**src/rtl/aes_kat_pkg.sv**
```systemverilog
// Shared types and FIPS-197 known-answer constants for the AES KAT self-test engine.
package aes_kat_pkg;

    typedef struct packed {
        logic         encdec;
        logic         keylen;
        logic         reuse_key;
        logic [255:0] key;
        logic [127:0] pt;
        logic [127:0] ct;
    } kat_vec_t;

    typedef enum logic [2:0] {
        ST_IDLE,
        ST_FETCH,
        ST_INIT_PULSE,
        ST_INIT_WAIT,
        ST_NEXT_PULSE,
        ST_NEXT_WAIT,
        ST_CHECK,
        ST_DONE
    } kat_state_t;

    localparam logic KEYLEN_128 = 1'b0;
    localparam logic KEYLEN_256 = 1'b1;
    localparam logic ENC        = 1'b1;
    localparam logic DEC        = 1'b0;

    // 128-bit keys live in the upper half of the 256-bit key bus
    localparam logic [255:0] KEY_128 = {128'h000102030405060708090a0b0c0d0e0f, 128'h0};
    localparam logic [255:0] KEY_256 =
        256'h000102030405060708090a0b0c0d0e0f101112131415161718191a1b1c1d1e1f;
    localparam logic [127:0] PT      = 128'h00112233445566778899aabbccddeeff;
    localparam logic [127:0] CT_128  = 128'h69c4e0d86a7b0430d8cdb78070b4c55a;
    localparam logic [127:0] CT_256  = 128'h8ea2b7ca516745bfeafc49904b496089;

    localparam int KAT_TABLE_SIZE = 4;

    function automatic kat_vec_t kat_entry(input logic [1:0] sel);
        kat_vec_t v;
        case (sel)
            2'd0:    v = '{encdec: ENC, keylen: KEYLEN_128, reuse_key: 1'b0,
                           key: KEY_128, pt: PT, ct: CT_128};
            2'd1:    v = '{encdec: DEC, keylen: KEYLEN_128, reuse_key: 1'b1,
                           key: KEY_128, pt: PT, ct: CT_128};
            2'd2:    v = '{encdec: ENC, keylen: KEYLEN_256, reuse_key: 1'b0,
                           key: KEY_256, pt: PT, ct: CT_256};
            default: v = '{encdec: DEC, keylen: KEYLEN_256, reuse_key: 1'b1,
                           key: KEY_256, pt: PT, ct: CT_256};
        endcase
        return v;
    endfunction

endpackage

```
**src/rtl/aes_kat_rom.sv**
```systemverilog
// Combinational KAT vector table; indices beyond the table wrap modulo its size.
module aes_kat_rom
    import aes_kat_pkg::*;
#(
    parameter int IDX_W = 2
) (
    input  logic [IDX_W-1:0] i_idx,
    output kat_vec_t         o_vec
);

    logic [1:0] w_sel;

    assign w_sel = 2'(32'(i_idx) % KAT_TABLE_SIZE);

    always_comb begin
        o_vec = kat_entry(w_sel);
    end

endmodule

```
**src/rtl/aes_kat_bist.sv**
```systemverilog
// Known-answer self-test engine: walks the KAT table through the AES core's
// init/next/ready handshake, checks each result and flags hangs.
module aes_kat_bist
    import aes_kat_pkg::*;
#(
    parameter int NUM_VECTORS    = 4,
    parameter int TIMEOUT_CYCLES = 256,
    parameter int HOLDOFF        = 2,
    parameter int IDX_W          = (NUM_VECTORS > 1) ? $clog2(NUM_VECTORS) : 1,
    parameter int CNT_W          = $clog2(NUM_VECTORS + 1)
) (
    input  logic              ICLK,
    input  logic              IRST,
    input  logic              ISTART,
    output logic              OBUSY,
    output logic              ODONE,
    output logic              OPASS,
    output logic              OTIMEOUT,
    output logic [CNT_W-1:0]  OERR_CNT,
    output logic [IDX_W-1:0]  OFAIL_IDX,
    output logic              OAES_ENCDEC,
    output logic              OAES_INIT,
    output logic              OAES_NEXT,
    input  logic              IAES_READY,
    output logic [255:0]      OAES_KEY,
    output logic              OAES_KEYLEN,
    output logic [127:0]      OAES_BLOCK,
    input  logic [127:0]      IAES_RESULT,
    input  logic              IAES_RESULT_VALID
);

    // One down-counter covers holdoff followed by the timeout window
    localparam int TMR_LOAD = HOLDOFF + TIMEOUT_CYCLES;
    localparam int TMR_W    = $clog2(TMR_LOAD + 1);

    kat_state_t       r_state;
    logic [IDX_W-1:0] r_idx;
    logic [TMR_W-1:0] r_timer;
    logic [127:0]     r_expected;

    kat_vec_t         w_vec;
    logic             w_holdoff;
    logic             w_timer_tc;
    logic             w_ready_ok;
    logic             w_mismatch;
    logic             w_last;
    logic [CNT_W-1:0] w_err_next;

    aes_kat_rom #(
        .IDX_W (IDX_W)
    ) u_rom (
        .i_idx (r_idx),
        .o_vec (w_vec)
    );

    assign w_holdoff  = r_timer > TMR_W'(TIMEOUT_CYCLES);
    assign w_timer_tc = r_timer == TMR_W'(1);
    assign w_ready_ok = (r_state == ST_NEXT_WAIT) ? (IAES_READY && IAES_RESULT_VALID)
                                                  : IAES_READY;
    assign w_mismatch = IAES_RESULT != r_expected;
    assign w_last     = r_idx == IDX_W'(NUM_VECTORS - 1);
    assign w_err_next = (OERR_CNT == '1) ? OERR_CNT : OERR_CNT + 1'b1;

    always_ff @(posedge ICLK) begin
        if (IRST) begin
            r_state     <= ST_IDLE;
            r_idx       <= '0;
            r_timer     <= '0;
            r_expected  <= '0;
            OBUSY       <= 1'b0;
            ODONE       <= 1'b0;
            OPASS       <= 1'b0;
            OTIMEOUT    <= 1'b0;
            OERR_CNT    <= '0;
            OFAIL_IDX   <= '0;
            OAES_ENCDEC <= 1'b0;
            OAES_INIT   <= 1'b0;
            OAES_NEXT   <= 1'b0;
            OAES_KEY    <= '0;
            OAES_KEYLEN <= 1'b0;
            OAES_BLOCK  <= '0;
        end else begin
            case (r_state)
                ST_IDLE, ST_DONE: begin
                    if (ISTART) begin
                        r_state   <= ST_FETCH;
                        r_idx     <= '0;
                        OBUSY     <= 1'b1;
                        ODONE     <= 1'b0;
                        OPASS     <= 1'b0;
                        OTIMEOUT  <= 1'b0;
                        OERR_CNT  <= '0;
                        OFAIL_IDX <= '0;
                    end
                end
                ST_FETCH: begin
                    r_expected  <= w_vec.encdec ? w_vec.ct : w_vec.pt;
                    OAES_ENCDEC <= w_vec.encdec;
                    OAES_KEYLEN <= w_vec.keylen;
                    OAES_KEY    <= w_vec.key;
                    OAES_BLOCK  <= w_vec.encdec ? w_vec.pt : w_vec.ct;
                    if (w_vec.reuse_key && (r_idx != '0)) begin
                        r_state   <= ST_NEXT_PULSE;
                        OAES_NEXT <= 1'b1;
                    end else begin
                        r_state   <= ST_INIT_PULSE;
                        OAES_INIT <= 1'b1;
                    end
                end
                ST_INIT_PULSE: begin
                    OAES_INIT <= 1'b0;
                    r_timer   <= TMR_W'(TMR_LOAD);
                    r_state   <= ST_INIT_WAIT;
                end
                ST_NEXT_PULSE: begin
                    OAES_NEXT <= 1'b0;
                    r_timer   <= TMR_W'(TMR_LOAD);
                    r_state   <= ST_NEXT_WAIT;
                end
                ST_INIT_WAIT, ST_NEXT_WAIT: begin
                    if (w_holdoff) begin
                        r_timer <= r_timer - 1'b1;
                    end else if (w_ready_ok) begin
                        if (r_state == ST_INIT_WAIT) begin
                            r_state   <= ST_NEXT_PULSE;
                            OAES_NEXT <= 1'b1;
                        end else begin
                            r_state <= ST_CHECK;
                        end
                    end else if (w_timer_tc) begin
                        // A hung core aborts the remaining vectors
                        OTIMEOUT <= 1'b1;
                        OERR_CNT <= w_err_next;
                        if (OERR_CNT == '0) begin
                            OFAIL_IDX <= r_idx;
                        end
                        r_state <= ST_DONE;
                        OBUSY   <= 1'b0;
                        ODONE   <= 1'b1;
                        OPASS   <= 1'b0;
                    end else begin
                        r_timer <= r_timer - 1'b1;
                    end
                end
                ST_CHECK: begin
                    if (w_mismatch) begin
                        OERR_CNT <= w_err_next;
                        if (OERR_CNT == '0) begin
                            OFAIL_IDX <= r_idx;
                        end
                    end
                    if (w_last) begin
                        r_state <= ST_DONE;
                        OBUSY   <= 1'b0;
                        ODONE   <= 1'b1;
                        OPASS   <= !w_mismatch && (OERR_CNT == '0) && !OTIMEOUT;
                    end else begin
                        r_idx   <= r_idx + 1'b1;
                        r_state <= ST_FETCH;
                    end
                end
                default: r_state <= ST_IDLE;
            endcase
        end
    end

endmodule

```
**config.mk**
```make
export PLATFORM = sky130hd
export DESIGN_NAME = aes_kat_bist
export DESIGN_NICKNAME = d
export VERILOG_FILES = /design/src/rtl/aes_kat_pkg.sv /design/src/rtl/aes_kat_rom.sv /design/src/rtl/aes_kat_bist.sv
export SDC_FILE = /design/constraint.sdc
export NUM_CORES = 1
export LEC_CHECK = 0
export ABC_CLOCK_PERIOD_IN_PS = 7600
export CAP_MARGIN = 30
export CORE_AREA = 2 2 207 209
export DETAILED_ROUTE_END_ITERATION = 10
export DIE_AREA = 0 0 209 211
export GPL_TIMING_DRIVEN = 0
export PLACE_DENSITY = 0.51
export SETUP_SLACK_MARGIN = 0.2
export SKIP_LAST_GASP = 1
export SYNTH_ARGS = -nofsm -noshare
export SYNTH_HDL_FRONTEND = slang
export SYNTH_SLANG_ARGS = --single-unit
export TNS_END_PERCENT = 30
```
**constraint.sdc**
```tcl
create_clock -name ICLK -period 7.6 [get_ports ICLK]
set_input_delay 1.9 -clock ICLK [delete_from_list [all_inputs] [get_ports ICLK]]
set_output_delay 1.9 -clock ICLK [all_outputs]
set_load 0.02 [all_outputs]
```
==> results.txt <==
Top cell by count, worst path = nand3_1
Vias = 5934
I/O pins = 530
Hold WC Path Type = reg -> reg
Critical path class = in -> reg
Full die area = 44100 µm²
Final setup viols = 0
Post-Route WL = 22.8 mm
Hold Buf Count CTS = 0
Min Tclk post-route = 4.21 ns
Library cells used by synthesis = 57
Seq cells post-synth = 37
Tot Pwr = 2.00 mW
Via/cell ratio = 3.23
CTS Buffer Depth = 2
RSZ-0062 raised after global routing = false
Asr flop ratio synth = 0%
Post-DR wirelength/cell = 12.4 µm
Top delay family on crit path = simple AND/OR/NAND/NOR gates
DRT iter0 DRCs = 181
Synth Instances = 763
Relative slew slack = 39.9%
CP startpoint kind = input pin
Final Hold Viols = 0
Initial core utilization = 13.8%
Setup TNS = 0 ns
Met2 Resource Use GR = 18.8%
Die X-Extent = 209 µm
Clock skew = 0.00847 ns
Met3 Use GR = 2.54%
Share of cells above drive strength 1 = 31.3%
Fmax = 238 MHz
PwrDens = 186 nW/µm²
Initial DRT Pass Iterations = 4
Die H = 211 µm
Placed Instances = 1830
Worst endpoint data arrival time = 4.36 ns
Critical-path maximum fanout = 4
First-pass GRT wire length = 32.1 mm
Slowest CP cell = nor4_2
CTS Buf Count = 5
Post-Synth Simple-Gate Area = 17.6%
Post-CTS Resized = 0
Max VDD drop = 0.0000719 V
Clock sinks = 37
Root buffer cell = clkbuf_16
Worst Setup End Kind = flip-flop
RePlAce Congestion = 0.774
Synth Area in Adders = 3.20%
# DRC = 0
Antenna violations before repair = 1
Max Cap Viol = 0
Largest area contributor in the netlist = buf_4
Leakage = 5.05 nW
Post-Syn Area = 5780 µm²
Post-DRT Antenna Nets = 0
Cell breakdown of the critical path = clkdlybuf4s50_1 -> or4_1 -> nor2_1 -> nand3_1 -> nor4_2 -> a31oi_1 -> nand3_1 -> o32ai_1
Pin count of the biggest net entering global routing = 51
Final period utilization = 55.4%
Multi-input gate area = 2760 µm²
Synth Flop Type = dfxtp_1
Crit-path max cell delay = 0.64 ns
M1 GR Usage = 9.68%
CTS HTree Levels = 2
Post-synth EDFFs = 0
Post-synthesis sequential area ratio = 12.8%
Largest family of logic cells by synthesized area = buffers and inverters
Fin util = 25.7%
Port Buffers = 337
Worst-margin pin slew = 0.901 ns
Register area = 743 µm²
Synth warn = 0
Core area = 41800 µm²
Post-CTS setup buffers = 0
Area share of xor/xnor cells in the synthesized design = 2.12%
Largest cells by area after synthesis = buf_4, dfxtp_1, ha_1
Fin cells = 1839
Peak-usage layer in the global routing report = met2
Top-area cell type share of the netlist area = 49.6%
Final #Nets = 1445
TritonCTS clock tree = built
Pre-CTS WS = 2.98 ns
Number of global-route vias before repair = 5324
Syn avg cell area = 7.58 µm²
Pins Over Slew Limit = 0
Post-synthesis mux area share = 2.08%
Clock transition at path regs = 0.06 ns
Rows = 75
Synth Area in Compound Gates = 10.2%
Syn-to-layout area delta = 85.4%
Later-pin clock latency in the skew report = 0.29 ns
Grt total ovfl = 0
HPWL Detailed = 19.6 mm
CP bufs+invs = 1
Critical Path RT = 7.75 ns
Total GRT Usage = 9.40%
FILL cells = 4506
Setup ws final = 3.39 ns
Outcome = finished, final reports clean
==> final timing paths <==
kind / slack, ns / to / depth (start not counted) / startpoint
max: 3.39 / OFAIL_IDX[0] / 8 / IAES_RESULT[107]
min: 0.48 / OPASS / 2 / OPASS
max reg2reg: 4.22 / OFAIL_IDX[0] / 8 / OAES_BLOCK[123]
min reg2reg: 0.48 / OPASS / 2 / OPASS
==> cells in the mapped netlist (all sizes together), types with 2 or more instances <==
library cell  instances
or4                  19
ha                   14
and2                  2
dfxtp                37
a211oi                6
nor3                 23
o221ai                4
nor4                 13
o21ai                17
o31ai                 3
clkbuf               10
a22oi                 3
or3                   4
nand3                 8
inv                   9
o2111ai               4
a31oi                 6
and4                  2
xor2                  8
o21a                  2
buf                 392
nand2b                3
nor2b                 4
nor2                 37
o32ai                 2
o211ai                3
o21bai                4
and3                  8
xnor2                 6
nand2                34
a21oi                21
nand4                23
mux2i                12
a31o                  4
==> cell usage in the layout, fill, tap and decap left out, types with 3 or more instances in the layout <==
master,n
or3_1,4
a21oi_1,21
clkdlybuf4s50_1,337
nor4_1,10
o2111ai_1,4
nor2_1,36
nor3_1,22
mux2i_1,12
o221ai_1,4
o211ai_1,3
nand4_1,23
nand2_1,34
and3_1,8
nor2b_1,4
inv_1,9
xor2_1,8
a31o_2,4
a22oi_1,3
dfxtp_1,35
clkbuf_1,11
o21bai_1,4
a211oi_1,6
buf_1,3
ha_1,14
xnor2_1,6
buf_2,5
nand2b_1,3
o31ai_1,3
or4_1,19
conb_1,192
o21ai_0,17
nand3_1,8
clkbuf_16,5
buf_4,382
a31oi_1,6
==> tightest hold or removal path, delay by kind of cell (launching register included) <==
family | cells | cell delay, ns
AND/OR/NAND/NOR | 1 | 0.06
flip-flops | 1 | 0.31
AO/OA/AOI/OAI | 1 | 0.06
==> area by class of cell <==
type                    instances  area share (%)
repair buffers                337            31.5
plain buffers                 402            27.7
multi-input cells             505            25.7
flip-flops and latches         37            6.93
well taps                     539            6.29
clock buffers                   6            1.20
clock inverters                 2           0.362
inverters                      10           0.350
diodes                          1          0.0233
==> registers in the layout, indices dropped and copies added (netlist names) <==
register	flops
OAES_BLOCK	6
OAES_INIT	1
OAES_KEY	2
OAES_NEXT	1
OBUSY	1
ODONE	1
OERR_CNT	3
OFAIL_IDX	2
OPASS	1
OTIMEOUT	1
r_expected	4
r_idx	2
r_state	3
r_timer	9
==> cell families after synthesis <==
group	count (synthesis)
AOI/OAI and AO/OA	88
xor gates and xnor gates	14
adders and majority gates	15
buffers and inverters	412
DFF	37
muxes	12
other	1
and+or+nand+nor	184
==> power by group <==
group | switching (mW) | total, mW | internal, mW | leakage, nW
combinational | 0.679 | 1.44 | 0.763 | 4.67
clock | 0.0835 | 0.239 | 0.155 | 0.0811
sequential | 0.0814 | 0.315 | 0.233 | 0.303
total | 0.844 | 2.00 | 1.15 | 5.05
==> layer usage <==
metal | vias to the layer above | share of wire (%)
li1 | 3094 | -
met1 | 2587 | 36
met2 | 241 | 55
met3 | 12 | 7.8
met4 | 0 | 1.3
met5 | - | 0
==> per-stage QoR <==
stage | cell area, µm² | hold slack (ns)
final | 10700 | 0.477
after global routing | 10700 | 0.511
after CTS | 10700 | 0.485
after detailed placement | 10500 | 0.477
after global placement | 10500 | 0.465
after floorplan | 6500 | 0.463
(Power assumes the default switching activity.)
